## src/rtl/mc14433_pkg.sv

```systemverilog
// Shared types and constants for the MC14433 DVM readout: FSM encoding,
// digit-strobe indices and reading widths.
package mc14433_pkg;

  typedef enum logic [2:0] {
    IDLE,
    W_DS1,
    W_DS2,
    W_DS3,
    W_DS4,
    CONV
  } state_t;

  localparam int DS1_IDX   = 0;
  localparam int DS2_IDX   = 1;
  localparam int DS3_IDX   = 2;
  localparam int DS4_IDX   = 3;
  localparam int READING_W = 12;
  localparam int MAG_W     = 11;

  function automatic logic bcd_ok(input logic [3:0] d);
    return d <= 4'd9;
  endfunction

  // One-hot strobe that a waiting state is allowed to accept.
  function automatic logic [3:0] expected_strobe(input state_t s);
    logic [3:0] m;
    m = 4'b0000;
    case (s)
      W_DS1:   m[DS1_IDX] = 1'b1;
      W_DS2:   m[DS2_IDX] = 1'b1;
      W_DS3:   m[DS3_IDX] = 1'b1;
      W_DS4:   m[DS4_IDX] = 1'b1;
      default: m = 4'b0000;
    endcase
    return m;
  endfunction

  function automatic state_t next_wait(input state_t s);
    state_t n;
    case (s)
      W_DS1:   n = W_DS2;
      W_DS2:   n = W_DS3;
      W_DS3:   n = W_DS4;
      W_DS4:   n = CONV;
      default: n = IDLE;
    endcase
    return n;
  endfunction

endpackage

```

## src/rtl/mc14433_readout_bcd4_to_bin.sv

```systemverilog
// Converts the half digit plus three BCD digits of a frame into an 11-bit
// binary magnitude (0..1999) and flags any digit outside 0..9.
import mc14433_pkg::*;

module bcd4_to_bin (
  input  logic             half,
  input  logic [3:0]       d2,
  input  logic [3:0]       d3,
  input  logic [3:0]       d4,
  output logic [MAG_W-1:0] mag,
  output logic             dig_err
);

  assign mag = (half ? MAG_W'(1000) : MAG_W'(0))
             + MAG_W'(d2) * MAG_W'(100)
             + MAG_W'(d3) * MAG_W'(10)
             + MAG_W'(d4);

  assign dig_err = !bcd_ok(d2) || !bcd_ok(d3) || !bcd_ok(d4);

endmodule

```

## src/rtl/mc14433_readout.sv

```systemverilog
// Captures one multiplexed MC14433 conversion frame (EOC, DS1..DS4) and
// presents it as a signed reading with a valid/ready handshake.
import mc14433_pkg::*;

module mc14433_readout #(
  parameter int TIMEOUT = 4096
) (
  input  logic                 clk,
  input  logic                 R,
  input  logic                 EOC,
  input  logic [3:0]           DS,
  input  logic [3:0]           Q,
  input  logic                 rdy,
  output logic                 vld,
  output logic [READING_W-1:0] reading,
  output logic                 ovr_rng,
  output logic                 frame_err,
  output logic                 overrun
);

  localparam int CNT_W = $clog2(TIMEOUT + 1);

  state_t               state, state_nxt;
  logic                 eoc_q;
  logic [3:0]           ds_q;
  logic                 eoc_edge;
  logic [3:0]           ds_edge;
  logic                 waiting, ds_hit, strobe_ok, digit_ok, timed_out;
  logic                 capture, frame_abort, conv_done;
  logic [CNT_W-1:0]     tmo_cnt;
  logic                 half_q, pos_q, rng_q;
  logic [3:0]           d2_q, d3_q, d4_q;
  logic [MAG_W-1:0]     mag;
  logic                 dig_err;
  logic [READING_W-1:0] mag_ext, signed_val;

  assign eoc_edge  = EOC & ~eoc_q;
  assign ds_edge   = DS & ~ds_q;
  assign waiting   = state inside {W_DS1, W_DS2, W_DS3, W_DS4};
  assign ds_hit    = |ds_edge;
  // Exact match against a one-hot mask also rejects simultaneous strobes.
  assign strobe_ok = (ds_edge == expected_strobe(state));
  assign digit_ok  = (state == W_DS1) || bcd_ok(Q);
  assign timed_out = (tmo_cnt == CNT_W'(TIMEOUT));

  always_ff @(posedge clk) begin
    if (R) begin
      eoc_q <= 1'b0;
      ds_q  <= 4'b0000;
    end else begin
      eoc_q <= EOC;
      ds_q  <= DS;
    end
  end

  always_ff @(posedge clk) begin
    if (R) state <= IDLE;
    else   state <= state_nxt;
  end

  always_comb begin
    state_nxt = state;
    case (state)
      IDLE: if (eoc_edge) state_nxt = W_DS1;
      W_DS1, W_DS2, W_DS3, W_DS4: begin
        if (eoc_edge)       state_nxt = W_DS1;
        else if (ds_hit)    state_nxt = (strobe_ok && digit_ok) ? next_wait(state) : IDLE;
        else if (timed_out) state_nxt = IDLE;
      end
      CONV:    state_nxt = IDLE;
      default: state_nxt = IDLE;
    endcase
  end

  always_comb begin
    capture     = 1'b0;
    frame_abort = 1'b0;
    conv_done   = 1'b0;
    case (state)
      W_DS1, W_DS2, W_DS3, W_DS4: begin
        if (eoc_edge) begin
          frame_abort = 1'b1;
        end else if (ds_hit) begin
          if (strobe_ok && digit_ok) capture     = 1'b1;
          else                       frame_abort = 1'b1;
        end else if (timed_out) begin
          frame_abort = 1'b1;
        end
      end
      CONV: begin
        conv_done   = ~dig_err;
        frame_abort = dig_err;
      end
      default: ;
    endcase
  end

  // Gap counter between frame events; idle states hold it at zero.
  always_ff @(posedge clk) begin
    if (R || !waiting || eoc_edge || capture) tmo_cnt <= '0;
    else if (!timed_out)                      tmo_cnt <= tmo_cnt + CNT_W'(1);
  end

  always_ff @(posedge clk) begin
    if (R) begin
      half_q <= 1'b0;
      pos_q  <= 1'b0;
      rng_q  <= 1'b0;
      d2_q   <= 4'd0;
      d3_q   <= 4'd0;
      d4_q   <= 4'd0;
    end else if (capture) begin
      case (state)
        W_DS1: begin
          half_q <= ~Q[3];
          pos_q  <= Q[2];
          rng_q  <= Q[0];
        end
        W_DS2:   d2_q <= Q;
        W_DS3:   d3_q <= Q;
        W_DS4:   d4_q <= Q;
        default: ;
      endcase
    end
  end

  bcd4_to_bin u_bcd (
    .half    (half_q),
    .d2      (d2_q),
    .d3      (d3_q),
    .d4      (d4_q),
    .mag     (mag),
    .dig_err (dig_err)
  );

  assign mag_ext    = READING_W'(mag);
  assign signed_val = pos_q ? mag_ext : -mag_ext;

  // A new reading always wins; overrun records that the old one was never taken.
  always_ff @(posedge clk) begin
    if (R) begin
      vld       <= 1'b0;
      reading   <= '0;
      ovr_rng   <= 1'b0;
      frame_err <= 1'b0;
      overrun   <= 1'b0;
    end else begin
      frame_err <= frame_abort;
      if (conv_done) begin
        reading <= signed_val;
        ovr_rng <= rng_q;
        vld     <= 1'b1;
        if (vld && !rdy) overrun <= 1'b1;
      end else if (vld && rdy) begin
        vld <= 1'b0;
      end
    end
  end

endmodule

```

## config.mk

```make
export PLATFORM = sky130hd
export DESIGN_NAME = mc14433_readout
export DESIGN_NICKNAME = d
export VERILOG_FILES = /design/src/rtl/mc14433_pkg.sv /design/src/rtl/mc14433_readout_bcd4_to_bin.sv /design/src/rtl/mc14433_readout.sv
export SDC_FILE = /design/constraint.sdc
export NUM_CORES = 1
export LEC_CHECK = 0
export BUFFER_PORTS_ARGS = -buffer_cell sky130_fd_sc_hd__clkbuf_2
export CAP_MARGIN = 10
export CORE_ASPECT_RATIO = 1.5
export CORE_MARGIN = 2
export CORE_UTILIZATION = 45
export DETAILED_ROUTE_END_ITERATION = 10
export SLEW_MARGIN = 20
export SYNTH_ARGS = -nofsm -noshare
export SYNTH_HDL_FRONTEND = slang
export SYNTH_HIERARCHICAL = 1
export SYNTH_SLANG_ARGS = --single-unit
```

## constraint.sdc

```tcl
create_clock -name clk -period 4.3 [get_ports clk]
set_input_delay 0.86 -clock clk [delete_from_list [all_inputs] [get_ports clk]]
set_output_delay 0.86 -clock clk [all_outputs]
set_load 0.02 [all_outputs]
```

## Word-level counts from Yosys, hierarchy flattened

Index checks and enable logic that the tools add are counted.
Widths: inputs -> output; s select.

| operators by class | value |
|---|---|
| add/sub/neg operators | 5 |
| multipliers | 2 |
| magnitude comparators | 4 |
| equal/unequal tests | 9 |
| muxes and demuxes | 25 |
| bitwise gates (word level) | 6 |
| reduce and logical (&&, ||, !) cells | 25 |

Operators with widths:

| cell | count |
|---|---|
| $le 4x4->1 const B | 4 |
| $mux 1 | 15 |
| $mux 3 | 5 |
| $add 13x1->13 const B | 1 |
| $eq 13x13->1 const B | 1 |
| $mux 12 | 1 |
| $neg 11->12 | 1 |
| $pmux 3 s4 | 1 |
| $reduce_and 2->1 | 6 |
| $add 11x11->11 | 1 |
| $add 11x4->11 | 1 |
| $add 11x8->11 | 1 |
| $mux 10 | 1 |
| $mul 4x5->9 const B | 1 |
| $reduce_or 4->1 | 2 |
| $mul 4x3->7 const B | 1 |
| $eq 3x2->1 const B | 2 |
| $eq 3x3->1 const B | 2 |
| $logic_or 1x1->1 | 6 |
| $pmux 3 s2 | 1 |
| $logic_not 1->1 | 5 |
| $and 4x4->4 | 1 |
| $eq 4x4->1 | 1 |
| $ne 4x4->1 const B | 1 |
| 10 further kinds | 14 |

| word-level totals | value |
|---|---|
| register bits after elaboration | 52 |
| input bits | 12 |
| output and inout port bits | 16 |
| word-level logic and storage cells | 91 |

## Longest topological paths before layout

| logic depth | value |
|---|---|
| depth in word-level cells | 9 |
| depth in mapped cells | 19 |
| mapped depth without buffers | 19 |

## Cells and area by module

The synthesis kept the hierarchy.

Modules (own cells, without submodules):

| module | instances | cells each | area each (um^2) | sequential area each (um^2) |
|---|---|---|---|---|
| mc14433_readout | 1 | 288 | 2,491.1 | 1,041.0 |
| bcd4_to_bin | 1 | 102 | 943.4 | 0.0 |

## Worst setup path after synthesis

OpenSTA, ideal clock, no wires.

| path | value |
|---|---|
| kind | register -> register |
| from | register d3_q[1] |
| to | register reading[10] |
| library setup time | 0.132 ns |
| data arrival time | 3.785 ns |
| setup slack | 0.382 ns |
| stages on the path, launching flop included | 16 |
| buffers on the path | 0 |
| cells stage by stage | dfxtp_1 > ha_1 > ha_1 > fa_1 > fa_1 > ha_1 > ha_1 > and2b_1 > o21ai_1 > a21boi_2 > a311o_1 > nor4_1 > o21ai_0 > xor2_1 > nand2_1 > a21oi_1 |

| between the ends | value |
|---|---|
| elaborated cells on any way between the ends | 11 |

RTL lines:

| item | RTL line | source |
|---|---|---|
| start: declaration | mc14433_readout.sv:32 | `logic [3:0] d2_q, d3_q, d4_q;` |
| start signal: assignment | mc14433_readout.sv:110 | `d3_q <= 4'd0;` |
| start signal: assignment | mc14433_readout.sv:120 | `W_DS3: d3_q <= Q;` |
| $mul 4x3->7 | mc14433_readout_bcd4_to_bin.sv:16 | `+ MAG_W'(d3) * MAG_W'(10)` |
| $add 11x8->11 | mc14433_readout_bcd4_to_bin.sv:16 |  |
| $add 11x4->11 | mc14433_readout_bcd4_to_bin.sv:17 | `+ MAG_W'(d4);` |
| named net mag[9] | mc14433_readout.sv:33 | `logic [MAG_W-1:0] mag;` |
| $neg 11->12 | mc14433_readout.sv:137 | `assign signed_val = pos_q ? mag_ext : -mag_ext;` |
| $mux 12 | mc14433_readout.sv:137 |  |
| end signal: assignment | mc14433_readout.sv:150 | `reading <= signed_val;` |
| end: declaration | mc14433_readout.sv:15 | `output logic [READING_W-1:0] reading,` |

The timed path passes the listed nets, and every way through them passes these cells.
A chain may end at the register's enable or synchronous reset.

## Worst setup path after layout

Ends and elaborated chain as after synthesis.

==> results.md <==
Run status:
- The run finished with clean final reports.

STA:
- Across the routed clock network, the largest skew measured is about 0.011 ns.
- The total count of hold-check failures in the final report is 0.
- The worst path needs between 4 and 5 ns of the cycle, external delays included.
- Final hold analysis gives a worst-case slack of 0.458 ns.
- The setup violation total in the final timing report is 0.
- The tightest slew margin relative to the limit is 0.460.
- For the pin with the worst max-slew slack, the measured transition is 0.810 ns.
- Static timing analysis puts the maximum clock frequency at 0.247 GHz.
- Dividing the final minimum period by the clock period gives 0.941.
- The final max-slew violation count is 0.

Synth:
- The compound-cell area share of the yosys netlist came to 0.137.
- The count of flip-flops with a built-in enable after synthesis is 0.
- The synthesized instance count is 390.
- The basic-gate share of the synthesized area counting and, or, nand and nor cells is 0.214.
- The total nets after synthesis is between 400 and 500.
- The library cell with the largest summed area after synthesis is dfxtp_1.
- Of the synthesized area, sequential elements account for 0.303.
- The synthesized flop and latch total is 52.
- By count the netlist is led by dfxtp_1 (52), nor2_1 (38), ha_1 (37).
- The area share of fa/ha/maj cells after synthesis is 0.187.
- The flip-flop cell with the highest count after synthesis is dfxtp_1.
- The cell with the most instances after synthesis is dfxtp_1.
- Sorting the synthesized cells by area gives the leading types as dfxtp_1 (30%), ha_1 (13%), fa_1 (5.2%), nand2b_1 (4.2%), nor2_1 (4.2%).
- Summing every instance area after synthesis gives roughly 0.0034 mm^2.
- After synthesis, the share of cell area in mux cells is 0.0350.
- The count of yosys warnings during synthesis is 6.
- Of the post-synthesis cell area, the dominant cell type holds 0.303.
- In the synthesized netlist the async set-or-reset flop fraction comes to 0.
- Of the total synthesized cell area, the portion taken by XOR and XNOR cells is 0.0765.
- The main combinational cell family by area after synthesis is simple AND/OR/NAND/NOR gates.
- The number of distinct library cell variants in the gate-level netlist after synthesis is 53.
- In this run the mean area of a mapped cell was 8.81 um^2.

Setup path:
- The worst register-to-register path begins at d3_q[1].
- The critical register-to-register path endpoint is reading[10].
- The worst register-to-register path has a setup slack of about 0.25 ns.
- The arrival time at the worst endpoint is 4.27 ns.
- The startpoint type of the worst setup path is a flop.
- The critical path in this run is classified as flop to flop.
- In this run the worst path has a maximum fanout of 4.
- STA puts the critical path data required time at 4.52 ns.
- STA classifies the critical path endpoint as a flop.
- The number of cell instances on the worst register-to-register path is 15.

Place:
- The count of buffers from port buffering is 27.
- In this run the cell area measured after placement is about 0.0037 mm^2.
- The post-detailed-placement half-perimeter wirelength is between 5 and 6 mm.
- Routability-driven placement finished with a final weighted congestion of 0.800.

CTS:
- The CTS H-tree depth is 2.
- In this run, CTS created clock tree buffers numbering 5.
- At the later pin of the worst-skew pair, clock insertion delay measures 0.30 ns.
- The number of setup buffers added after CTS is 0.
- The clock passes through at most 2 buffers.
- TritonCTS built the clock tree.
- The clock net sink count is 52.
- Clock-pin slew was measured on the worst setup and hold paths at 0.07 ns.
- Clock tree synthesis selected as its root buffer the cell clkbuf_16.

Pwr:
- The static leakage is around 1.7 nW.
- The worst-case IR drop observed on VDD is 0.144 mV.
- The completed layout was analyzed and its total power is 0.000960 W.
- The proportion of power drawn by flip-flops and latches is 0.513.
- Of the total power, the share spent switching nets is 0.239.
- The internal power contribution is 0.000731 W.
- The power density over cell area is 249 mW/mm^2.
- Of the total power, combinational logic draws 0.068.
- Of the total power, the clock network draws 0.419.
- The net load switching power is 0.000229 W.

Route:
- Across all layers, the routed design uses 2694 vias.
- The aggregate routed wire length is 7.00 mm.
- The number of antenna-violating nets in the routed design is 0.
- After the first detailed-routing iteration, the DRC count stood at 126.
- After detailed routing, the average wire length per cell comes to 13.6 um.
- In the routed layout, each cell is associated on average with a via count of 5.25.
- The post-detailed-route DRC marker count is 0.
- The iteration count of the initial detailed-routing pass is 4.

Floorplan:
- The floorplan core area is 0.00751 mm^2.
- In this run the core area contains 39 standard-cell rows.
- The die width is 75.3 um.
- The initial utilization of the core area, before any placement, comes to 0.457.
- From bottom edge to top edge, the die measures 111 um.
- The area of the die is 0.00836 mm^2.
- For this design the top-level I/O count stands at 28.

Global route:
- The number of antenna violations at the first check in global routing came to 0.
- The via count of the first global-routing pass is 2803.
- The global-route total usage across every layer is 0.190.
- The largest net degree at the start of global routing is 45.
- The first global-routing pass estimated roughly 13 mm of wire.
- The total overflow left after global routing is 0.

Final layout:
- Compared with the post-synthesis result, the final layout area differs by 12.4%.
- The count of antenna diodes in the layout is 0.
- The post-layout instance area is just under 0.004 mm^2.
- The final layout net count is between 400 and 500.
- In the final layout, the share of cells above drive strength 1 is 0.141.

Hold path:
- In this run the worst hold path is classified as flop to flop.
- Along the worst hold path, the cell count comes to 2.
- The endpoint with the worst hold slack is ovr_rng.
- The source of the worst hold timing path is ovr_rng.

Flow run:
- The tool flagged a number of max-cap violations equal to 0.
[cell usage in the layout (no fill, tap or decap), drive strengths merged, types with 4 or more instances in the layout]
master / n
dfxtp: 52
nor2: 38
ha: 37
clkbuf: 33
inv: 24
nand2b: 23
nand2: 21
a21oi: 19
xnor2: 16
o21ai: 16
xor2: 14
mux2i: 12
nand3: 11
nor2b: 10
nor3: 10
fa: 9
a211oi: 9
a21o: 6
nand3b: 5
nor4: 5
a31oi: 4
[power by group through the flow]
stage	combinational [W]	clock [W]	sequential, W
floorplan	0.0000487	0	0.000500
global placement	0.0000634	0	0.000503
detailed placement	0.0000644	0	0.000503
CTS	0.0000648	0.000412	0.000492
global route	0.0000736	0.000429	0.000493
finish	0.0000650	0.000403	0.000492
[per-stage QoR]
| stage | setup slack, ns | TNS [ns] | utilization | cells |
|---|---|---|---|---|
| after floorplan | 0.382 | 0 | - | 390 |
| after global placement | 0.197 | 0 | 0.485 | 505 |
| after detailed placement | 0.127 | 0 | 0.486 | 505 |
| after CTS | 0.110 | 0 | 0.505 | 513 |
| after global routing | -0.0442 | -0.0466 | 0.514 | 513 |
| final | 0.253 | 0 | 0.514 | 513 |
[metal layers]
layer | up-vias | global-route usage | wire length, um | part of all wire
li1 | 1389 | - | - | -
met1 | 1272 | 0.227 | 2880 | 0.41
met2 | 28 | 0.339 | 3870 | 0.55
met3 | 5 | 0.0218 | 132 | 0.019
met4 | 0 | 0.0608 | 117 | 0.017
met5 | - | 0 | 0 | 0
[how the worst max path moves through the flow]
stage	end	start	slack (ns)	depth (start not counted)
2_1_floorplan	reading[10]	d3_q[1]	0.38	15
3_3_place_gp	reading[10]	d3_q[3]	0.20	15
3_5_place_dp	reading[10]	d3_q[3]	0.13	15
4_1_cts	reading[10]	d3_q[3]	0.11	15
5_1_grt	reading[10]	d3_q[1]	-0.04	15
6_report	reading[10]	d3_q[1]	0.25	15
[critical path, cell delays in order (launching register included)]
cell      delay [ns]
dfxtp_2         0.34
ha_1            0.29
ha_1            0.22
fa_1            0.50
fa_1            0.44
ha_1            0.35
ha_4            0.27
and2b_1         0.17
o21ai_2         0.18
a21boi_4        0.08
a311o_1         0.41
nor4_2          0.25
o21ai_0         0.12
xor2_1          0.15
nand2_1         0.08
a21oi_2         0.14
[layout make-up]
class	instances	area, um^2
timing repair buffer	29	150
inverter	24	90.1
multi-input combinational	298	2300
tap	102	128
clock inverter	2	16.3
clock buffer	6	129
fill	760	3650
sequential	52	1050
[flip-flops by register name, indices dropped and copies added, names as in the netlist, 3 cells and up]
| signal | flops |
|---|---|
| tmo_cnt | 13 |
| reading | 12 |
| d2_q | 4 |
| d3_q | 4 |
| d4_q | 4 |
| ds_q | 4 |
| state | 3 |
[repair_timing]
item,in CTS,in global routing
setup endpoints to repair,0,3
hold buffers,0,0
gates resized for setup,0,12
[kinds of logic after synthesis]
group,after synthesis
AND/OR/NAND/NOR,140
AO/OA/AOI/OAI,70
flip-flops,52
adder cells (fa/ha/maj),46
buffers and inverters,40
XOR/XNOR,30
multiplexers,12
(Power assumes the default switching activity.)
